[config.mk]
export PLATFORM = sky130hd
export DESIGN_NAME = ain_conditioner
export DESIGN_NICKNAME = d
export VERILOG_FILES = /design/src/rtl/ain_cond_pkg.sv /design/src/rtl/ain_conditioner_sync_ff.sv /design/src/rtl/ain_conditioner.sv
export SDC_FILE = /design/constraint.sdc
export NUM_CORES = 1
export LEC_CHECK = 0
export CAP_MARGIN = 10
export CORE_MARGIN = 5
export CORE_UTILIZATION = 30
export CTS_CLUSTER_SIZE = 30
export DETAILED_ROUTE_END_ITERATION = 16
export PLACE_DENSITY = 0.53
export SETUP_SLACK_MARGIN = 0.4
export SLEW_MARGIN = 20
export SYNTH_ARGS = -nofsm -noshare
export SYNTH_HDL_FRONTEND = slang
export SYNTH_HIERARCHICAL = 1
export SYNTH_SLANG_ARGS = --single-unit
[constraint.sdc]
create_clock -name clk -period 2 [get_ports clk]
set_input_delay 0.4 -clock clk [delete_from_list [all_inputs] [get_ports clk]]
set_output_delay 0.4 -clock clk [all_outputs]
set_load 0.02 [all_outputs]
[src/rtl/ain_cond_pkg.sv]
// Shared types and default constants for the ain_conditioner slice.
// Holds the debounce FSM state encoding and the default parameter values.
package ain_cond_pkg;

  typedef enum logic {
    STABLE   = 1'b0,
    SETTLING = 1'b1
  } state_t;

  localparam int DEF_DEBOUNCE_CYCLES = 4;
  localparam int DEF_SYNC_STAGES     = 2;

endpackage

[src/rtl/ain_conditioner_sync_ff.sv]
// sync_ff: single-bit multi-flop synchroniser, async active-low reset to 0.
// Ports: clk, reset (active-low), d (async input), q (synchronised output).
module sync_ff
  import ain_cond_pkg::*;
#(
  parameter int STAGES = DEF_SYNC_STAGES
) (
  input  logic clk,
  input  logic reset,
  input  logic d,
  output logic q
);

  logic [STAGES-1:0] sh;

  always_ff @(posedge clk or negedge reset) begin
    if (!reset) begin
      sh <= '0;
    end else begin
      sh <= {sh[STAGES-2:0], d};
    end
  end

  assign q = sh[STAGES-1];

endmodule

[src/rtl/ain_conditioner.sv]
// ain_conditioner: synchronise and debounce a 2-bit switch symbol for the
// sequence detector. Ports: clk, reset (async, active-low), raw_ain[1:0],
// ain[1:0] (debounced), ain_valid (1-cycle pulse per accepted change),
// busy (settling), change_count[7:0] when AIN_COND_CHANGE_CNT_EN is defined.
module ain_conditioner
  import ain_cond_pkg::*;
#(
  parameter int DEBOUNCE_CYCLES = DEF_DEBOUNCE_CYCLES,
  parameter int SYNC_STAGES     = DEF_SYNC_STAGES
) (
  input  logic       clk,
  input  logic       reset,
  input  logic [1:0] raw_ain,
  output logic [1:0] ain,
  output logic       ain_valid,
  output logic       busy
`ifdef AIN_COND_CHANGE_CNT_EN
  ,
  output logic [7:0] change_count
`endif
);

  localparam int CNT_W = $clog2(DEBOUNCE_CYCLES + 1);
  localparam logic [CNT_W-1:0] CNT_LAST =
    CNT_W'(DEBOUNCE_CYCLES - 1);
  localparam logic [CNT_W-1:0] CNT_ONE = CNT_W'(1);

  logic [1:0] sync_ain;

  for (genvar i = 0; i < 2; i++) begin : g_sync
    sync_ff #(
      .STAGES(SYNC_STAGES)
    ) u_sync (
      .clk  (clk),
      .reset(reset),
      .d    (raw_ain[i]),
      .q    (sync_ain[i])
    );
  end

  state_t           state;
  state_t           state_nxt;
  logic [1:0]       cand;
  logic [1:0]       cand_nxt;
  logic [CNT_W-1:0] cnt;
  logic [CNT_W-1:0] cnt_nxt;
  logic [1:0]       ain_nxt;
  logic             valid_nxt;

  // Both bits form one symbol: any difference from the candidate restarts
  // the count, so a partially-settled symbol can never be committed.
  always_comb begin
    state_nxt = state;
    cand_nxt  = cand;
    cnt_nxt   = cnt;
    ain_nxt   = ain;
    valid_nxt = 1'b0;
    unique case (state)
      STABLE: begin
        if (sync_ain != ain) begin
          cand_nxt  = sync_ain;
          cnt_nxt   = '0;
          state_nxt = SETTLING;
        end
      end
      SETTLING: begin
        if (sync_ain == ain) begin
          state_nxt = STABLE;
        end else if (sync_ain != cand) begin
          cand_nxt = sync_ain;
          cnt_nxt  = '0;
        end else if (cnt == CNT_LAST) begin
          ain_nxt   = cand;
          valid_nxt = 1'b1;
          state_nxt = STABLE;
        end else begin
          cnt_nxt = cnt + CNT_ONE;
        end
      end
    endcase
  end

  always_ff @(posedge clk or negedge reset) begin
    if (!reset) begin
      state     <= STABLE;
      cand      <= '0;
      cnt       <= '0;
      ain       <= '0;
      ain_valid <= 1'b0;
      busy      <= 1'b0;
    end else begin
      state     <= state_nxt;
      cand      <= cand_nxt;
      cnt       <= cnt_nxt;
      ain       <= ain_nxt;
      ain_valid <= valid_nxt;
      busy      <= (state_nxt == SETTLING);
    end
  end

`ifdef AIN_COND_CHANGE_CNT_EN
  always_ff @(posedge clk or negedge reset) begin
    if (!reset) begin
      change_count <= '0;
    end else if (ain_valid) begin
      change_count <= change_count + 8'd1;
    end
  end
`endif

endmodule

==> flow_metrics.py, run 1 <==
metrics = {
    "grt": {
        "grtUsageTotal_pct": 6.81,
        "grt_max_degree": 14,
        "grt_pass1_vias": 324,
        "antenna_found_initial": 0,
        "overflow": 0,
        "grt_pass1_wl_mm": 1.31,
    },
    "pwr": {
        "ir_drop_mv": 0.460,
        "p_per_area_mw_per_mm2": 749,
        "power_uw": 535,
        "p_leak_nw": 0.367,
    },
    "setup_path": {
        "worstSetupPathType": "flop to flop",
        "crit_slowest_cell": "dfrtp_1",
        "path_cells": "xor2_2, nor2_4, or3_4, mux2_4",
        "crit_required_ns": 2.15,
        "slowest_delay_ns": 0.42,
        "worstPathArrival_ns": 1.74,
        "critPathLaunchType": "flop",
        "cp-end-kind": "flop",
        "cp_max_fo": 4,
    },
    "cts": {
        "clk_pin_slew_ns": 0.08,
        "cts_tree": "done",
        "htreeDepth": 1,
        "clk_latency_ns": 0.27,
        "cts_made_buffers": 3,
        "ctsHoldBuffers": 0,
        "cts_root_buf": "clkbuf_4",
        "clk_path_buf_depth": 2,
        "cts_sinks": 13,
    },
    "placement": {
        "post-dp-hpwl_um": 584,
        "portBuffers": 7,
        "preCtsSetupSlack_ns": 0.385,
        "place.gp.congestion": 0.764,
    },
    "timing": {
        "final_hold_viol_count": 0,
        "relSlewSlack_pct": 61.5,
        "finalClockSkew_ns": 0.00727,
        "layout_setup_ws_ns": 0.406,
        "slew_viol_final": 0,
        "fin_crit_sh_pct": 79.7,
        "max_freq_ghz": 0.628,
        "fin_crit_ns": 1.59,
        "tns_ns": 0,
        "hold_ws_ns": 0.353,
        "worst_pin_slew_ns": 0.576,
        "rsz0062_at_grt": "no",
        "setup_violations": 0,
    },
    "synth": {
        "syn_area_um2": 519,
        "synth.distinct_cells": 13,
        "yosys.area.top_type": "dfrtp_1",
        "postSynthCellCount": 36,
        "async_flop_share_pct": 100,
        "postSynthAreaPerCell_um2": 14.4,
        "synth_edf_count": 0,
        "synth.most_common_cell": "dfrtp_1",
        "synthTopCellsByArea": "dfrtp_1 63%, mux2_2 6.5%, mux2_4 5.8%",
        "ys_seq_area_share_pct": 62.7,
        "ys.flop_type": "dfrtp_1",
        "yosys-top-cells-count": "13 x dfrtp_1, 4 x inv_1, 3 x mux2_2",
        "ys.warnings.count": 6,
        "synth_nets": 42,
        "synth_top_area_share_pct": 62.7,
        "ys_ff_latch": 13,
    },
    "route": {
        "drt_pass1_iterations": 2,
        "drt_iter0_drc": 1,
        "wire_per_inst_um": 11.7,
        "drt-total-wl_um": 819,
        "via_per_inst": 4.60,
        "vias": 322,
        "ant_nets": 0,
        "route.detailed.drc": 0,
    },
    "final_layout": {
        "nFillCells": 158,
        "drive_above_1_share_pct": 39.6,
        "syn2layout_area_growth_pct": 37.6,
        "seq_area_um2": 325,
        "multi_input_area_um2": 213,
        "diodes": 0,
        "fin_nets": 60,
    },
    "worst_hold_path": {
        "hold_class": "flop to flop",
    },
    "floorplan": {
        "rows": 15,
        "dieHeight_um": 51.6,
        "die_w_um": 51.6,
        "die-area_mm2": 0.00266,
        "ios": 8,
        "core_mm2": 0.00169,
        "start_util_pct": 30.7,
    },
    "run_status": {
        "status": "complete, no violations",
    },
    "run": {
        "maxCapViolations": 0,
    },
}
[cells in the final DEF (no fill, tap or decap)]
cell             instances
dlymetal6s2s_1           1
mux2_2                   3
nor2_4                   1
dfrtp_1                 13
or3_4                    1
o22ai_1                  1
nand2_1                  2
ha_2                     2
inv_1                    4
xor2_2                   2
clkbuf_1                 1
xnor2_1                  2
nor4b_2                  1
clkbuf_4                 3
buf_4                    6
mux2_4                   2
a22o_1                   2
clkdlybuf4s50_1          3
dlygate4sd2_1            3
[state kept, by name (all words and copies together), names as in the netlist]
name,count
ain,2
ain_valid,1
cand,2
cnt,3
g_sync.u_sync/sh,4
state,1
[routing by layer]
| metal | vias up | share of wire, % | global-route usage, % |
|---|---|---|---|
| li1 | 155 | - | - |
| met1 | 159 | 41 | 6.88 |
| met2 | 8 | 52 | 11.9 |
| met3 | 0 | 7.0 | 4.30 |
| met4 | 0 | 0 | 1.31 |
| met5 | - | 0 | 0 |
[cell families (layout without fill, tap and decap cells)]
logic type               after synthesis  after routing  synth area share, %
flip-flops                            13             13                 62.7
buffers and inverters                  4             21                 2.89
AO/OA/AOI/OAI                          3              3                 4.58
AND/OR/NAND/NOR                        5              5                 6.02
XOR/XNOR                               4              4                 6.75
multiplexers                           5              5                 12.3
adder cells (fa/ha/maj)                2              2                 4.82
[metrics by stage]
stage | instance area [µm²] | std cells | utilization (%)
3_5_place_dp | 611 | 60 | 36.1
6_report | 714 | 70 | 42.3
5_1_grt | 714 | 70 | 42.3
3_3_place_gp | 611 | 60 | 36.1
2_1_floorplan | 519 | 36 | -
4_1_cts | 639 | 64 | 37.9
[worst max-delay path, delay by kind of cell, from the launching register on]
kind / cells / cell delay (ns)
xor+xnor: 1 / 0.25
flops: 1 / 0.42
mux: 1 / 0.30
simple gates: 2 / 0.50
[power breakdown]
group	internal [mW]	leakage (nW)	switching (mW)
logic	0.0505	0.189	0.0386
registers	0.279	0.163	0.0129
clock network	0.0770	0.0150	0.0778
total	0.406	0.367	0.129
[final cells by class]
class	count	share of cell area, %
sequential	13	45.5
clock buffer	4	3.68
multi-input combinational	19	29.8
tap	17	2.98
timing repair buffer	13	15.9
inverter	4	2.10
[path summary, 6_finish.rpt]
check,from,endpoint,slack (ns),depth (start not counted)
max,ain[0],ain[1],0.41,4
min,g_sync[1].u_sync/sh[0],g_sync[1].u_sync/sh[1],0.35,0
max reg2reg,ain[0],ain[1],0.41,4
min reg2reg,g_sync[1].u_sync/sh[0],g_sync[1].u_sync/sh[1],0.35,0
max in group asynchronous,reset,g_sync[1].u_sync/sh[0],1.12,1
min in group asynchronous,reset,ain_valid,0.50,1
[what timing repair did]
item	CTS	global route
pin swaps	0	5
cloned	0	0
setup endpoints to repair	4	3
gates resized for setup	4	7
setup buffers	0	6
No activity file was read; power rests on OpenSTA's default activity.
==> run 2, diff against run 1 <==
Clock period 2 ns to 1.5 ns, I/O delays scaled along.
==> run 2 against run 1 <==
Net effect: the flow now finishes with violations (setup timing); design area grew 25%; core utilization up 10 points; critical endpoint is now ain[0]; sequential power rose by 36%.
==> flow_metrics.py, run 2 (synthesized netlist as in run 1, its figures left out) <==
metrics = {
    "route": {
        "vias": 365,
        "ant_nets": 0,
        "drt_pass1_iterations": 2,
        "drt_iter0_drc": 2,
        "via_per_inst": 4.51,
        "drt-total-wl_mm": 1.02,
        "route.detailed.drc": 0,
        "wire_per_inst_um": 12.6,
    },
    "final_layout": {
        "drive_above_1_share_pct": 75.0,
        "fin_nets": 71,
        "nFillCells": 141,
        "largest_reg_flops": 4,
        "final_area_um2": 890,
        "layout_common_cells": "11 x buf_4, 10 x buf_6, 8 x dfrtp_1",
        "diodes": 0,
        "instances_no_fill": 81,
        "final_util_pct": 52.7,
        "top_regs": "g_sync.u_sync/sh x4, cnt x3",
        "final_common_cell": "buf_4",
        "regMostFlops": "g_sync.u_sync/sh",
        "syn2layout_area_growth_pct": 71.3,
    },
    "floorplan": {
        "rows": 15,
        "ios": 8,
        "die_w_um": 51.6,
        "die-area_mm2": 0.00266,
        "core_mm2": 0.00169,
        "dieHeight_um": 51.6,
        "start_util_pct": 30.7,
    },
    "setup_path": {
        "r2r_setup_slack_ns": -0.03,
        "r2r_start": "g_sync[0].u_sync/sh[1]",
        "worstSetupPathType": "flop to flop",
        "r2r_cells": 4,
        "critPathTopFamily": "simple AND/OR/NAND/NOR gates",
        "cp-startpoint": "g_sync[0].u_sync/sh[1]",
        "cp-end-kind": "flop",
        "path_cells": "xor2_2, nor2_2, or3_4, mux2_4",
        "crit_cells": 4,
        "r2r-end": "ain[0]",
        "critPathLaunchType": "flop",
        "worstPathArrival_ns": 1.70,
        "cp_max_fo": 3,
        "crit_slowest_cell": "dfrtp_2",
        "crit_buf_inv": 0,
        "slowest_delay_ns": 0.45,
        "crit_required_ns": 1.66,
        "crit_path_end": "ain[0]",
    },
    "timing": {
        "relSlewSlack_pct": 87.4,
        "fin_crit_sh_pct": 102,
        "rsz0062_at_grt": "yes",
        "worst_pin_slew_ns": 0.189,
        "setup_violations": 2,
        "layout_setup_ws_ns": -0.0334,
        "finalClockSkew_ns": 0.00137,
        "max_freq_ghz": 0.652,
        "fin_crit_ns": 1.53,
        "slew_viol_final": 0,
        "final_hold_viol_count": 0,
    },
    "pwr": {
        "p_per_area_mw_per_mm2": 891,
        "ir_drop_mv": 0.718,
        "p_leak_nw": 0.427,
    },
    "grt": {
        "overflow": 0,
        "grt_pass1_vias": 397,
        "antenna_found_initial": 0,
        "grt_pass1_wl_mm": 1.75,
        "grtUsageTotal_pct": 9.26,
        "grt_max_degree": 14,
    },
    "placement": {
        "portBuffers": 7,
        "preCtsSetupSlack_ns": -0.0645,
        "place_area_um2": 683,
        "place.gp.congestion": 0.821,
        "dp.cells": 67,
        "post-dp-hpwl_um": 672,
    },
    "run_status": {
        "violations": "setup timing",
        "status": "finished with violations",
    },
    "cts": {
        "cts_root_buf": "clkbuf_4",
        "clk_path_buf_depth": 2,
        "clk_pin_slew_ns": 0.08,
        "cts_made_buffers": 3,
        "htreeDepth": 1,
        "cts_tree": "done",
        "ctsHoldBuffers": 0,
        "cts_sinks": 13,
        "clk_latency_ns": 0.27,
    },
    "run": {
        "maxCapViolations": 0,
    },
    "worst_hold_path": {
        "hold_class": "input pin to async pin",
    },
}
-- run 2: cell types whose count changed in the layout (fill, tap and decap cells not counted), sizes merged --
cell	before	now
buf	6	21
dlygate4sd2	3	0
clkbuf	4	3
clkinv	0	1
dlymetal6s2s	1	0
-- run 2: report_power, final --
| part | internal [mW] | switching (mW) |
|---|---|---|
| registers | 0.373 | 0.0245 |
| logic | 0.118 | 0.0654 |
| clock network | 0.0988 | 0.114 |
-- run 2: worst register-to-register path, cell delays in order (launching register included) --
cell and delay, ns:
dfrtp_2 0.45, xor2_2 0.18, nor2_2 0.07, or3_4 0.41, mux2_4 0.30
-- run 2: metal layers --
metal	GRT usage, %	share of wire [%]	vias up
li1	-	-	175
met1	9.82	38	176
met2	15.5	54	12
met3	4.58	6.5	2
met4	3.93	1.5	0
met5	0	0	-
-- run 2: cell type report --
class	instances	area, µm²	share of cell area [%]
Sequential cell	13	332	37.3
Multi-Input combinational cell	19	269	30.2
Timing Repair Buffer	24	225	25.3
Clock buffer	3	22.5	2.53
Tap cell	17	21.3	2.39
Inverter	4	15.0	1.69
Clock inverter	1	5.00	0.563
-- run 2: how the worst min path moves through the flow --
stage                              to  slack, ns  cells past startpoint
6_report       g_sync[0].u_sync/sh[1]       0.33                      2
5_1_grt        g_sync[0].u_sync/sh[0]       0.34                      2
4_1_cts        g_sync[0].u_sync/sh[1]       0.32                      2
3_5_place_dp   g_sync[1].u_sync/sh[1]       0.33                      0
3_3_place_gp   g_sync[0].u_sync/sh[1]       0.33                      0
2_1_floorplan                  ain[0]      0.004                      0
-- run 2: metrics by stage --
stage / setup TNS, ns / power (mW) / hold WS, ns
2_1_floorplan: -0.0236 / 0.450 / 0.00441
3_3_place_gp: -0.0304 / 0.509 / 0.333
3_5_place_dp: -0.129 / 0.514 / 0.335
4_1_cts: -0.0460 / 0.772 / 0.320
5_1_grt: -0.137 / 0.836 / 0.343
6_report: -0.0640 / 0.793 / 0.333
-- run 2: what timing repair did --
item | in CTS | in global routing
cloned | 0 | 0
setup buffers | 7 | 3
endpoints found under the setup margin | 13 | 13
resized for setup | 30 | 17
pin swaps | 8 | 1
==> RTL change 1: new RTL, settings of run 2 <==
The package constant `DEF_DEBOUNCE_CYCLES` goes from 4 to 8.
--- a/src/rtl/ain_cond_pkg.sv
+++ b/src/rtl/ain_cond_pkg.sv
@@ -7,7 +7,7 @@
     SETTLING = 1'b1
   } state_t;
 
-  localparam int DEF_DEBOUNCE_CYCLES = 4;
+  localparam int DEF_DEBOUNCE_CYCLES = 8;
   localparam int DEF_SYNC_STAGES     = 2;
 
 endpackage
Check against the original RTL: not equivalent (Yosys sat finds a counterexample within 10 cycles, from zero or initial values and one cycle with reset low).
==> RTL change 1 against run 2 <==
  * Clock skew is essentially flat
  * Global-route usage shrank 0.18 points
  * Die area grew 8.9%
  * Cell area grew 0.56%
  * Setup slack gained 0.047 ns
  * Power grew 11%
  * Wire length grew 1.6%
  * Count of clock-buffer cells in the layout grew 1
  * Sequential cell count grew 1
  * Sequential share of layout area grew 2.3 points
  * Synthesized cell count grew 14%
  * Synthesized area grew 11%
  * Critical path type unchanged
  * Largest cell class unchanged
  * Highest routed layer is now met3
==> RTL change 1: results (changes against run 2) <==
stage,metric,value,unit,change
yosys,Post-Syn Nets,46,,+9.5%
detailed_routing,Iteration-0 DRC Markers,1,,-1
power_and_ir_drop,VDD IR max,435.2,uV,-39%
sta,hold slack,0.3358,ns,+0.002728 ns
power_and_ir_drop,part of the power in registers,48.7,%,-1.4 points
place,Placed Cells,79,,+18%
sta,Final Skew,0.001279,ns,-0.00008796 ns
grt,Overall Global Routing Usage,9.075,%,-0.18 points
cts,"Setup Fix Bufs, Post-CTS",5,,-2
yosys,Synth Area in XOR/XNOR,6.074,%,-0.67 points
grt,first-pass GRT wire length,1835,um,+5.2%
grt,vias in the first global route,436,,+9.8%
sta,crit path time final,1.487,ns,-0.04659 ns
place,Area after DPL,740.7,um^2,+8.4%
worst_setup_path,RR Startpoint,g_sync[1].u_sync/sh[1],,
worst_setup_path,flop2flop setup slack,0.01,ns,+0.05 ns
sta,Slew Limit Headroom,83.85,%,-3.5 points
power_and_ir_drop,Leak,0.4123,nW,-3.4%
layout,share of layout cells above drive strength 1,59.70,%,-15 points
yosys,most common library cells after synthesis,"14 x dfrtp_1, 4 x mux2_2, 4 x xnor2_1",,
worst_setup_path,Critical Path Start,g_sync[1].u_sync/sh[1],,
layout,largest registers in the final layout,"cnt (4), g_sync.u_sync/sh (4)",,
cts,cts repair resizes,18,,-40%
layout,fillers,166,,+18%
place,DPL Wire Length,744.4,um,+11%
yosys,sequential-to-total area share from yosys stat,60.74,%,-1.9 points
worst_setup_path,worst-path maximum fanout,3,,unchanged
layout,P&R area growth vs syn,55.10,%,
cts,CTS Buf Count,3,,unchanged
detailed_routing,final WL,1039,um,+1.6%
worst_setup_path,CP endpoint,ain[0],,
yosys,post-synthesis mux area share,7.809,%,-4.5 points
yosys,Yosys warning count,6,,unchanged
power_and_ir_drop,P_comb,194,uW,+6%
yosys,Unique masters post-synth,20,,+7
worst_setup_path,CP max stage delay,0.43,ns,-0.02 ns
yosys,Synth Area in Compound Gates,10.20,%,+5.6 points
status,status,"finished, final reports clean",,
yosys,Post-Synth Adder-Cell Area,2.169,%,-2.7 points
grt,largest net degree at the start of global routing,15,,+1
yosys,top post-synthesis cells by area,"dfrtp_1 61%, mux2_2 7.8%, xnor2_1 6.1%",,
power_and_ir_drop,Cell Pwr Density,986.4,nW/um^2,+11%
power_and_ir_drop,Net Sw Frac,23.66,%,-2.0 points
yosys,Synth Instances,41,,+14%
worst_setup_path,"Arr. time, crit path",1.64,ns,-0.06 ns
place,setup slack at placement,0.02325,ns,+0.08777 ns
layout,Layout Cells excl Fill,92,,+14%
detailed_routing,via count,397,,+8.8%
layout,fin nets,73,,+2.8%
==> RTL change 1: changes by cell type in the layout (fill, tap and decap cells not counted), sizes merged, moves of 2 or more <==
cell          run 2  this run
buf              21        19
xor2              2         0
o21a              0         2
inv               4         1
nand3             0         2
a21oi             0         2
xnor2             2         4
==> RTL change 1: cell type report <==
type | instances | area share [%]
Clock buffer | 4 | 4.056
Tap cell | 25 | 3.497
Sequential cell | 14 | 39.58
Inverter | 1 | 0.4196
Timing Repair Buffer | 22 | 22.66
Multi-Input combinational cell | 26 | 29.79
==> RTL change 1: metal layers <==
metal / part of all wire, % / wire, um / GRT usage (%) / up-vias
met5: 0 / 0 / 0 / -
met4: 0 / 0 / 2.553 / 0
met3: 4.5 / 47 / 4.986 / 0
met2: 49 / 511 / 14.31 / 7
met1: 46 / 479 / 10.54 / 187
li1: - / - / - / 203
==> RTL change 2: new RTL, flow settings as in run 2 <==
Without the edit above. Register the input `raw_ain` before use, without a reset. The logic sees it one clock later.
--- a/src/rtl/ain_conditioner.sv
+++ b/src/rtl/ain_conditioner.sv
@@ -25,6 +25,12 @@
     CNT_W'(DEBOUNCE_CYCLES - 1);
   localparam logic [CNT_W-1:0] CNT_ONE = CNT_W'(1);
 
+  logic [1:0] raw_ain_q;
+
+  always_ff @(posedge clk) begin
+    raw_ain_q <= raw_ain;
+  end
+
   logic [1:0] sync_ain;
 
   for (genvar i = 0; i < 2; i++) begin : g_sync
@@ -33,7 +39,7 @@
     ) u_sync (
       .clk  (clk),
       .reset(reset),
-      .d    (raw_ain[i]),
+      .d    (raw_ain_q[i]),
       .q    (sync_ain[i])
     );
   end
Behaviour: not the same (Yosys sat finds a counterexample within 4 cycles, from zero or initial values and one cycle with reset low).
==> RTL change 2 against run 2 <==
  * The run still ends with negative setup slack left
  * Synthesized area rose by 7.7%
  * Sequential cell count up 2
  * Cell area is 6.6% lower
  * Power up 4.5%
  * Setup slack gained 0.0038 ns
  * Clock power grew 14%
  * Critical path depth stayed put
  * Wire length shrank 0.88%
  * Largest cell class unchanged
  * Highest routed layer is now met3
==> RTL change 2: results (changes against run 2) <==
stage,metric,value,unit,change
layout,P&R area growth vs syn,48.55,%,
status,status,"complete, but fails checks",,
yosys,top post-synthesis cells by area,"dfrtp_1 58%, dfxtp_1 7.2%, mux2_2 6.0%",,
place,Area after DPL,725.7,um^2,+6.2%
detailed_routing,WL met1,463,um,+18%
layout,fraction of area in multi-input gates,27.41,%,-2.8 points
detailed_routing,vias per inst,4.095,,-9.1%
place,Placed Cells,76,,+13%
place,DPL Wire Length,736,um,+9.5%
layout,share of layout cells above drive strength 1,59.32,%,-16 points
detailed_routing,Iteration-0 DRC Markers,0,,-2
sta,setup ws final,-0.02964,ns,+0.003780 ns
yosys,async set or reset register ratio after synthesis,86.67,%,-13 points
sta,Final Skew,0.001301,ns,-0.00006645 ns
layout,Non-clock buffering overhead,18.98,%,-6.3 points
sta,hold slack,0.2207,ns,-0.1124 ns
sta,final setup vio count,2,,unchanged
grt,first-pass GRT wire length,1835,um,+5.2%
detailed_routing,top sig layer,met3,,
layout,sequential cell count,15,,+2
status,failing checks,negative setup slack,,
yosys,syn avg cell area,14.72,um^2,+2.0%
cts,Worst-path clk slew,0.10,ns,+0.02 ns
yosys,sequential-to-total area share from yosys stat,65.32,%,+2.7 points
yosys,Post-Syn Nets,44,,+4.8%
layout,register share of the cell area,44.43,%,+7.2 points
power_and_ir_drop,Psw,214.9,uW,+5.6%
power_and_ir_drop,Leak,0.3877,nW,-9.1%
## RTL change 2: changes by cell type after synthesis, sizes merged
cell	before	now
dfxtp	0	2
## RTL change 2: worst max-delay path by stage
stage	endpoint	slack (ns)	cells past startpoint
after floorplan	ain[0]	-0.01	4
after global placement	ain[1]	-0.02	5
after detailed placement	ain[0]	-0.05	5
after CTS	ain[0]	-0.02	4
after global routing	ain[0]	-0.08	4
final	ain[0]	-0.03	4
## RTL change 2: cells by family after synthesis
group,Yosys count,synth area share [%]
flops,15,65.32
mux,5,11.41
simple gates,5,5.593
xor+xnor,4,6.265
buf+inv,4,2.684
compound gates,3,4.252
fa+ha+maj,2,4.474
## RTL change 2: per-layer routing
metal / up-vias / global-route usage [%]
li1: 170 / -
met1: 167 / 10.51
met2: 7 / 16.32
met3: 0 / 3.662
met4: 0 / 3.830
met5: - / 0
## RTL change 2: repair_timing
item	4_1_cts	5_1_grt
setup endpoints to repair	13	13
gates resized for setup	32	3
buffers inserted	3	1
pin swaps	6	1
